File: src/rtl/fexp2_top.sv
// rtl/fexp2_top.sv - iterative bfloat16 base-2 antilogarithm, y = 2^x
module fexp2_top #(
    parameter int EXP_WIDTH = 8,
    parameter int MAN_WIDTH = 7,
    parameter int BIAS      = 127,
    parameter int FRAC_W    = 16,
    parameter int INT_W     = 8
) (
    input  logic                 clk,
    input  logic                 rst_n,
    input  logic                 sign,
    input  logic [EXP_WIDTH-1:0] exponent,
    input  logic [MAN_WIDTH-1:0] fractional,
    input  logic                 valid_i,
    output logic                 ready_o,
    output logic                 s_res_o,
    output logic [EXP_WIDTH-1:0] e_res_o,
    output logic [MAN_WIDTH-1:0] f_res_o,
    output logic                 valid_o
);

    localparam int FIX_W = INT_W + FRAC_W;
    localparam int ACC_W = FRAC_W + 1;
    localparam int K_W   = $clog2(FRAC_W + 1);
    localparam int ER_W  = EXP_WIDTH + 2;

    localparam logic signed [ER_W-1:0] BIAS_S  = ER_W'(BIAS);
    localparam logic signed [ER_W-1:0] E_MAX   = ER_W'(INT_W - 1);
    localparam logic signed [ER_W-1:0] SH_OFS  = ER_W'(FRAC_W - MAN_WIDTH);
    localparam logic signed [ER_W-1:0] ER_TOP  = ER_W'((1 << EXP_WIDTH) - 1);
    localparam logic [K_W-1:0]         K_LAST  = K_W'(FRAC_W);
    localparam logic [ACC_W-1:0]       ACC_ONE = ACC_W'(1) << FRAC_W;
    localparam logic [EXP_WIDTH-1:0]   EXP_ONES = '1;
    localparam logic [EXP_WIDTH-1:0]   EXP_BIAS = EXP_WIDTH'(BIAS);
    localparam logic [MAN_WIDTH-1:0]   MAN_QNAN = MAN_WIDTH'(1) << (MAN_WIDTH - 1);

    typedef enum logic [1:0] {
        IDLE,
        ALIGN,
        ITER,
        PACK
    } state_t;

    typedef enum logic [2:0] {
        SP_NONE,
        SP_ONE,
        SP_NAN,
        SP_INF,
        SP_ZERO
    } special_t;

    state_t   state, state_nxt;
    special_t spec_q, spec_c;

    logic                 op_sign;
    logic [EXP_WIDTH-1:0] op_exp;
    logic [MAN_WIDTH-1:0] op_man;

    logic [INT_W-1:0]  int_q;
    logic [FRAC_W-1:0] frac_sh;
    logic [ACC_W-1:0]  acc;
    logic [K_W-1:0]    k;

    logic signed [ER_W-1:0] e_unb;
    logic signed [ER_W-1:0] sh;
    logic [ER_W-1:0]        sh_mag;
    logic [FIX_W-1:0]       mant_ext;
    logic [FIX_W-1:0]       mag;
    logic [FIX_W-1:0]       fixed;

    logic [2*ACC_W-1:0] prod;
    logic [ACC_W-1:0]   acc_mul;
    logic signed [ER_W-1:0] er;

    // 2^(2^-k) in Q1.16, rounded to nearest; table built offline for FRAC_W=16
    function automatic logic [ACC_W-1:0] rom_c(input logic [K_W-1:0] idx);
        logic [ACC_W-1:0] c;
        case (int'(idx))
            1:       c = ACC_W'(92682);
            2:       c = ACC_W'(77936);
            3:       c = ACC_W'(71468);
            4:       c = ACC_W'(68438);
            5:       c = ACC_W'(66971);
            6:       c = ACC_W'(66250);
            7:       c = ACC_W'(65892);
            8:       c = ACC_W'(65714);
            9:       c = ACC_W'(65625);
            10:      c = ACC_W'(65580);
            11:      c = ACC_W'(65558);
            12:      c = ACC_W'(65547);
            13:      c = ACC_W'(65542);
            14:      c = ACC_W'(65539);
            15:      c = ACC_W'(65537);
            16:      c = ACC_W'(65537);
            default: c = ACC_ONE;
        endcase
        return c;
    endfunction

    assign ready_o = (state == IDLE);

    // Operand decode: float -> signed Q(INT_W).FRAC_W plus special-class flag
    always_comb begin
        e_unb    = $signed({2'b00, op_exp}) - BIAS_S;
        sh       = e_unb + SH_OFS;
        sh_mag   = '0;
        mant_ext = FIX_W'({1'b1, op_man});
        mag      = '0;
        spec_c   = SP_NONE;
        if (sh[ER_W-1]) begin
            sh_mag = -sh;
            mag    = mant_ext >> sh_mag;
        end else begin
            sh_mag = sh;
            mag    = mant_ext << sh_mag;
        end
        fixed = op_sign ? -mag : mag;

        if (op_exp == '0) begin
            spec_c = SP_ONE;
        end else if (op_exp == EXP_ONES) begin
            if (op_man != '0) begin
                spec_c = SP_NAN;
            end else begin
                spec_c = op_sign ? SP_ZERO : SP_INF;
            end
        end else if (e_unb >= E_MAX) begin
            spec_c = op_sign ? SP_ZERO : SP_INF;
        end
    end

    // One conditional multiply step per cycle and the packed exponent
    always_comb begin
        prod    = {{ACC_W{1'b0}}, acc} * {{ACC_W{1'b0}}, rom_c(k)};
        acc_mul = ACC_W'(prod >> FRAC_W);
        er      = $signed({{(ER_W-INT_W){int_q[INT_W-1]}}, int_q}) + BIAS_S;
    end

    // State register
    always_ff @(posedge clk or negedge rst_n) begin
        if (!rst_n) begin
            state <= IDLE;
        end else begin
            state <= state_nxt;
        end
    end

    // Next-state: IDLE -> ALIGN -> ITER (FRAC_W cycles) -> PACK -> IDLE
    always_comb begin
        state_nxt = state;
        case (state)
            IDLE:    if (valid_i) state_nxt = ALIGN;
            ALIGN:   state_nxt = ITER;
            ITER:    if (k == K_LAST) state_nxt = PACK;
            PACK:    state_nxt = IDLE;
            default: state_nxt = IDLE;
        endcase
    end

    // Operand latch, iteration datapath and result registers
    always_ff @(posedge clk or negedge rst_n) begin
        if (!rst_n) begin
            op_sign <= 1'b0;
            op_exp  <= '0;
            op_man  <= '0;
            int_q   <= '0;
            frac_sh <= '0;
            spec_q  <= SP_NONE;
            acc     <= '0;
            k       <= '0;
            s_res_o <= 1'b0;
            e_res_o <= '0;
            f_res_o <= '0;
            valid_o <= 1'b0;
        end else begin
            valid_o <= 1'b0;
            case (state)
                IDLE: begin
                    if (valid_i) begin
                        op_sign <= sign;
                        op_exp  <= exponent;
                        op_man  <= fractional;
                    end
                end
                ALIGN: begin
                    int_q   <= fixed[FIX_W-1:FRAC_W];
                    frac_sh <= fixed[FRAC_W-1:0];
                    spec_q  <= spec_c;
                    acc     <= ACC_ONE;
                    k       <= K_W'(1);
                end
                ITER: begin
                    // fraction bits are consumed MSB first, matching C_1, C_2, ...
                    if (frac_sh[FRAC_W-1]) begin
                        acc <= acc_mul;
                    end
                    frac_sh <= frac_sh << 1;
                    k       <= k + K_W'(1);
                end
                PACK: begin
                    s_res_o <= 1'b0;
                    valid_o <= 1'b1;
                    case (spec_q)
                        SP_ONE: begin
                            e_res_o <= EXP_BIAS;
                            f_res_o <= '0;
                        end
                        SP_NAN: begin
                            e_res_o <= EXP_ONES;
                            f_res_o <= MAN_QNAN;
                        end
                        SP_INF: begin
                            e_res_o <= EXP_ONES;
                            f_res_o <= '0;
                        end
                        SP_ZERO: begin
                            e_res_o <= '0;
                            f_res_o <= '0;
                        end
                        default: begin
                            if (er <= 0) begin
                                e_res_o <= '0;
                                f_res_o <= '0;
                            end else if (er >= ER_TOP) begin
                                e_res_o <= EXP_ONES;
                                f_res_o <= '0;
                            end else begin
                                e_res_o <= er[EXP_WIDTH-1:0];
                                f_res_o <= acc[FRAC_W-1 -: MAN_WIDTH];
                            end
                        end
                    endcase
                end
                default: ;
            endcase
        end
    end

endmodule

File: config.mk
export PLATFORM = sky130hd
export DESIGN_NAME = fexp2_top
export DESIGN_NICKNAME = d
export VERILOG_FILES = /design/src/rtl/fexp2_top.sv
export SDC_FILE = /design/constraint.sdc
export NUM_CORES = 1
export LEC_CHECK = 0
export BUFFER_PORTS_ARGS = -buffer_cell sky130_fd_sc_hd__clkbuf_2
export CAP_MARGIN = 5
export CORE_MARGIN = 2
export CORE_UTILIZATION = 55
export CTS_CLUSTER_DIAMETER = 30
export DETAILED_ROUTE_END_ITERATION = 7
export PLACE_DENSITY = 0.74
export SYNTH_ARGS = -nofsm -noshare
export SYNTH_HDL_FRONTEND = slang
export SYNTH_SLANG_ARGS = --single-unit
File: constraint.sdc
create_clock -name clk -period 7.35 [get_ports clk]
set_clock_uncertainty 0.05 [all_clocks]
set_input_delay 0 -clock clk [delete_from_list [all_inputs] [get_ports clk]]
set_output_delay 0 -clock clk [all_outputs]
set_load 0.05 [all_outputs]
## Word level (Yosys, flattened, before mapping)

Memory sizes are Yosys's and may differ from the RTL's.
Index checks and enable logic that the tools add are counted.
W data, S select, Z words.

- Eq/ne operators: 12
- Reduce and logical (&&, ||, !) cells: 9
- Div/mod/pow operators: 0
- Shifts and indexed selects: 2
- Multipliers: 1
- Muxes and demuxes: 21
- Add/sub/neg operators: 6
- Bitwise logic cells: 0
- $lt $le $gt $ge: 3

Operator list:

| kind | number |
|---|---|
| $mux W24 | 2 |
| $pmux W17 S2 | 1 |
| $mul A17 B17 Y33 | 1 |
| $pmux W16 S2 | 1 |
| $neg A24 Y24 | 1 |
| $pmux W8 S3 | 1 |
| $shl A8 B10 Y24 | 1 |
| $shr A8 B10 Y24 | 1 |
| $mux W17 | 1 |
| $mux W8 | 2 |
| $mux W3 | 5 |
| $mux W7 | 2 |
| $pmux W7 S2 | 1 |
| $add A9 B5 Y10 const B | 1 |
| $neg A10 Y10 | 1 |
| $pmux W5 S2 | 1 |
| $add A8 B8 Y9 const B | 1 |
| $ge A9 B4 Y1 const B | 1 |
| $ge A9 B9 Y1 const B | 1 |
| $le A9 B1 Y1 const B | 1 |
| $sub A8 B7 Y9 const B | 1 |
| $eq A8 B8 Y1 const B | 1 |
| $logic_not A8 Y1 | 1 |
| $pmux W2 S4 | 1 |
| other kinds (16) | 23 |

- ROM bits: 480
- Flip-flop bits (word level): 83
- RAM bits: 0
- Word-level logic and storage cells: 67
- Memories kept: 1
- Input port bits: 19
- Bits in latches: 0
- Output and inout port bits: 18

Memory list:

| memory | words | width | rd ports | clocked after Yosys merged registers in | wr ports | line | text |
|---|---|---|---|---|---|---|---|
| (no name shown) | 32 | 15 | 1 | 0 | 0 | 78 | `case (int'(idx))` |

## Longest topological paths before layout

- Word-level depth: 8
- Mapped depth: 30

## Worst setup path after synthesis

OpenSTA, ideal clock, no wires.

- Path type: reg-to-reg
- From: register k[1]
- To: register acc[14]
- Data required time: 7.178 ns
- Arrival: 7.752 ns
- Clock period less this slack: 7.924 ns
- Stages on the path, launching flop included: 27
- Setup slack: -0.574 ns
- Path through: dfrtp_1 clkbuf_1 inv_1 ha_1 nor2_1 a2111oi_0 clkbuf_1 nand2_1 fa_1 inv_1 fa_1 fa_1 fa_1 fa_1 inv_1 fa_1 inv_1 ha_1 a21o_1 a21o_1 a221oi_1 o22ai_1 o2111ai_1 a31oi_1 o21a_1 or3_1 a32o_1

- Word-level cells in the longest chain between the ends: 4

RTL lines:

| item | line | text |
|---|---|---|
| start: declaration | 62 | `logic [K_W-1:0] k;` |
| start signal: assignment | 198 | `k <= k + K_W'(1);` |
| $mem_v2 Z32 W15 | n/a |  |
| $mul A17 B17 Y33 | 134 | `prod = {{ACC_W{1'b0}}, acc} * {{ACC_W{1'b0}}, rom_c(k)};` |
| $mux W17 | 194 | `if (frac_sh[FRAC_W-1]) begin` |
| $pmux W17 S2 | 177 | `case (state)` |
| end signal: assignment | 195 | `acc <= acc_mul;` |
| end: declaration | 61 | `logic [ACC_W-1:0] acc;` |

No other way between the ends. The select of a mux whose other input is x is not followed.
A chain may end at the register's enable or synchronous reset.

## Worst setup path after layout

- From: register k[0]
- To: register acc[14]

The elaborated chain is that of the path after synthesis.

==> flow_summary_export.csv <==
group,metric,value,unit
setup_path,crit_fanout,4,
clock_tree,cts_tree,"done",
clock_tree,cts_made_buffers,9,
timing,max_slew.worst_pin.slew,1130,ps
timing,whs,97.1,ps
global_route,met3_usage,4.33,%
synth,ys_types,97,
synth,ys_ff_latch,83,
detailed_routing,via_count,12600,
setup_path,startpoint,"k[0]",
detailed_routing,wl,40800,microns
run_status,status,"finished, final reports clean",
placement,placed_area,15700,sq um
setup_path,rrSetupSlack,150,ps
cells_and_area,drive_gt1_share,13.3,%
synth,synth_area_leaders,"fa_1 (28%), dfrtp_1 (14%), ha_1 (11%)",
floorplan,num_rows,60,
global_route,grt.met2_usage,50.4,%
clock_tree,cts-htree-levels,3,
synth,async_flop_share,100,%
synth,synth_top_cell_by_area,"fa_1",
synth,synth-edff-count,0,
cells_and_area,diodes,0,
placement,dp.cells,2069,
floorplan,die_h,169,microns
timing,max_freq,139,MHz
setup_path,crit_type,"reg -> reg",
detailed_routing,drt.antenna.violating_nets,0,
global_route,busiest_layer,"met2",
global_route,overflow,0,
placement,gp_congestion,0.934,
detailed_routing,drc_errors,0,
cells_and_area,nNetsFinal,2159,
global_route,grt_pass1_vias,12700,
cells_and_area,stdcell_area,16700,sq um
synth,synthCells,1730,
setup_path,reg2reg_from,"k[0]",
placement,hpwlAfterDp,30900,microns
synth,yosysTopAreaCellShare,27.5,%
synth,ys_seq_area_share,13.9,%
floorplan,die_x,169,microns
setup_path,cp-start-kind,"flop",
clock_tree,root_buffer,"clkbuf_16",
synth,syn_area,14900,sq um
clock_tree,clock_path_buffers,2,
synth,yosysWarnings,0,
detailed_routing,firstDrtPassIters,7,
timing,post-route-min-period,7200,ps
job,maxCapViolCount,0,
floorplan,core_area,26800,sq um
timing,hold_viol_final,0,
global_route,grt_max_degree,84,
timing,maxSlewViolCount,0,
global_route,grt.met1_usage,37.5,%
detailed_routing,wl_per_cell,19.0,microns
global_route,grt.total_usage,29.0,%
detailed_routing,vias_per_cell,5.89,
clock_tree,cts.sinks,83,
min_path,hp-class,"in -> reg",
floorplan,start_util,55.7,%
timing,fin_crit_sh,97.9,%
cells_and_area,syn2layout_area_growth,12.0,%
synth,synth_fp_nets,2089,
placement,portBuffers,35,
timing,setup_ws,153,ps
clock_tree,clk_latency,350,ps
min_path,hold_start,"valid_i",
floorplan,pin_count,37,
placement,pre_cts_slack,-37.3,ps
timing,maxSlewHeadroom,24.4,%
setup_path,critPathCaptureType,"flop",
global_route,grt_first_pass_wirelength,65400,microns
timing,setup_viol_count_final,0,
setup_path,crit_arrival,7380,ps
synth,synth.most_common_cell,"inv_1",
synth,synth_commonest_cells,"inv_1 (304), nand2_1 (228), fa_1 (205)",
synth,syn_avg_cell_area,8.62,sq um
clock_tree,clk_pin_slew_worst_paths,70,ps
floorplan,fp.dieArea,28500,sq um
global_route,grt_antenna_before_repair,1,
detailed_routing,dr.first_iter.drc_count,836,
setup_path,required,7540,ps
cells_and_area,stdcell_count,2146,
synth,synth_flop_cell,"dfrtp_1",
## what timing repair did
item | CTS | global route
resized for setup | 2 | 54
setup endpoints to repair | 4 | 14
endpoints found under the hold margin | 99 | 0
buffers inserted | 0 | 41
cloned | 0 | 3
hold buffers | 17 | 0
pin swaps | 0 | 26
## area by class of cell
cell class	instances	area [sq um]
multi-input cells	1252	11600
fillers	2249	10100
flip-flops and latches	83	2080
repair buffers	148	1170
inverters	306	1150
well taps	341	427
clock buffers	9	225
clock inverters	7	51.3
## stage by stage
stage	util (%)	TNS, ps
after floorplan	-	0
after global placement	58.5	0
final	62.4	0
after global routing	62.4	-182
after detailed placement	58.5	-100
after CTS	60.2	-19.3
## logic make-up after synthesis
| kind of cell | Yosys count | synth area share [%] |
|---|---|---|
| mux | 43 | 3.48 |
| fa+ha+maj | 340 | 38.8 |
| other cells | 1 | 0.0251 |
| simple gates | 553 | 18.2 |
| xor+xnor | 49 | 3.20 |
| compound gates | 266 | 12.1 |
| buf+inv | 395 | 10.2 |
| flops | 83 | 13.9 |
## worst max-delay path, cell delays in order (launching register included)
cell and delay [ps]:
dfrtp_2 440, inv_4 70, ha_4 290, and2_4 150, a211oi_2 50, a311oi_2 350
buf_2 220, nand2_1 90, fa_1 560, fa_1 440, fa_1 530, inv_1 50
fa_1 460, fa_1 560, inv_1 60, fa_1 540, inv_1 70, ha_4 260
a21o_1 210, a221oi_4 360, o22ai_4 130, o2111ai_2 240, a31oi_4 130, o21a_1 210
or3_1 300, a32o_1 260
## per-layer routing
layer	vias to the layer above	part of all wire, %
li1	5757	-
met3	95	6.1
met2	481	50
met5	-	0.032
met4	2	3.2
met1	6299	41
## final timing paths
| check | endpoint | depth (start not counted) |
|---|---|---|
| max reg2reg | acc[14] | 25 |
| max | acc[14] | 25 |
| min | state[1] | 4 |
| min in group asynchronous | op_man[4] | 2 |
| min reg2reg | frac_sh[12] | 2 |
| max in group asynchronous | k[1] | 2 |
## sequential cells by signal, summed over array words and instances (netlist names)
signal and count:
state 2, valid_o 1, spec_q 3, e_res_o 8, acc 17, k 5, op_sign 1, frac_sh 16
op_man 7, op_exp 8, f_res_o 7, int_q 8
## layout by cell type, fill, tap and decap left out, drive strengths merged, types with 16 or more instances in the layout
| cell | instances |
|---|---|
| nor3 | 23 |
| buf | 95 |
| clkbuf | 45 |
| o21ai | 64 |
| dfrtp | 83 |
| mux2i | 20 |
| inv | 306 |
| a21oi | 61 |
| nand3 | 38 |
| ha | 135 |
| and3 | 35 |
| nand2 | 229 |
| a31oi | 16 |
| xor2 | 21 |
| dlygate4sd3 | 17 |
| and2 | 81 |
| nor2 | 71 |
| fa | 205 |
| mux2 | 19 |
| xnor2 | 27 |
Power is not shown: default switching activity piles up to over one toggle a cycle in this logic, so the estimate is an artifact.
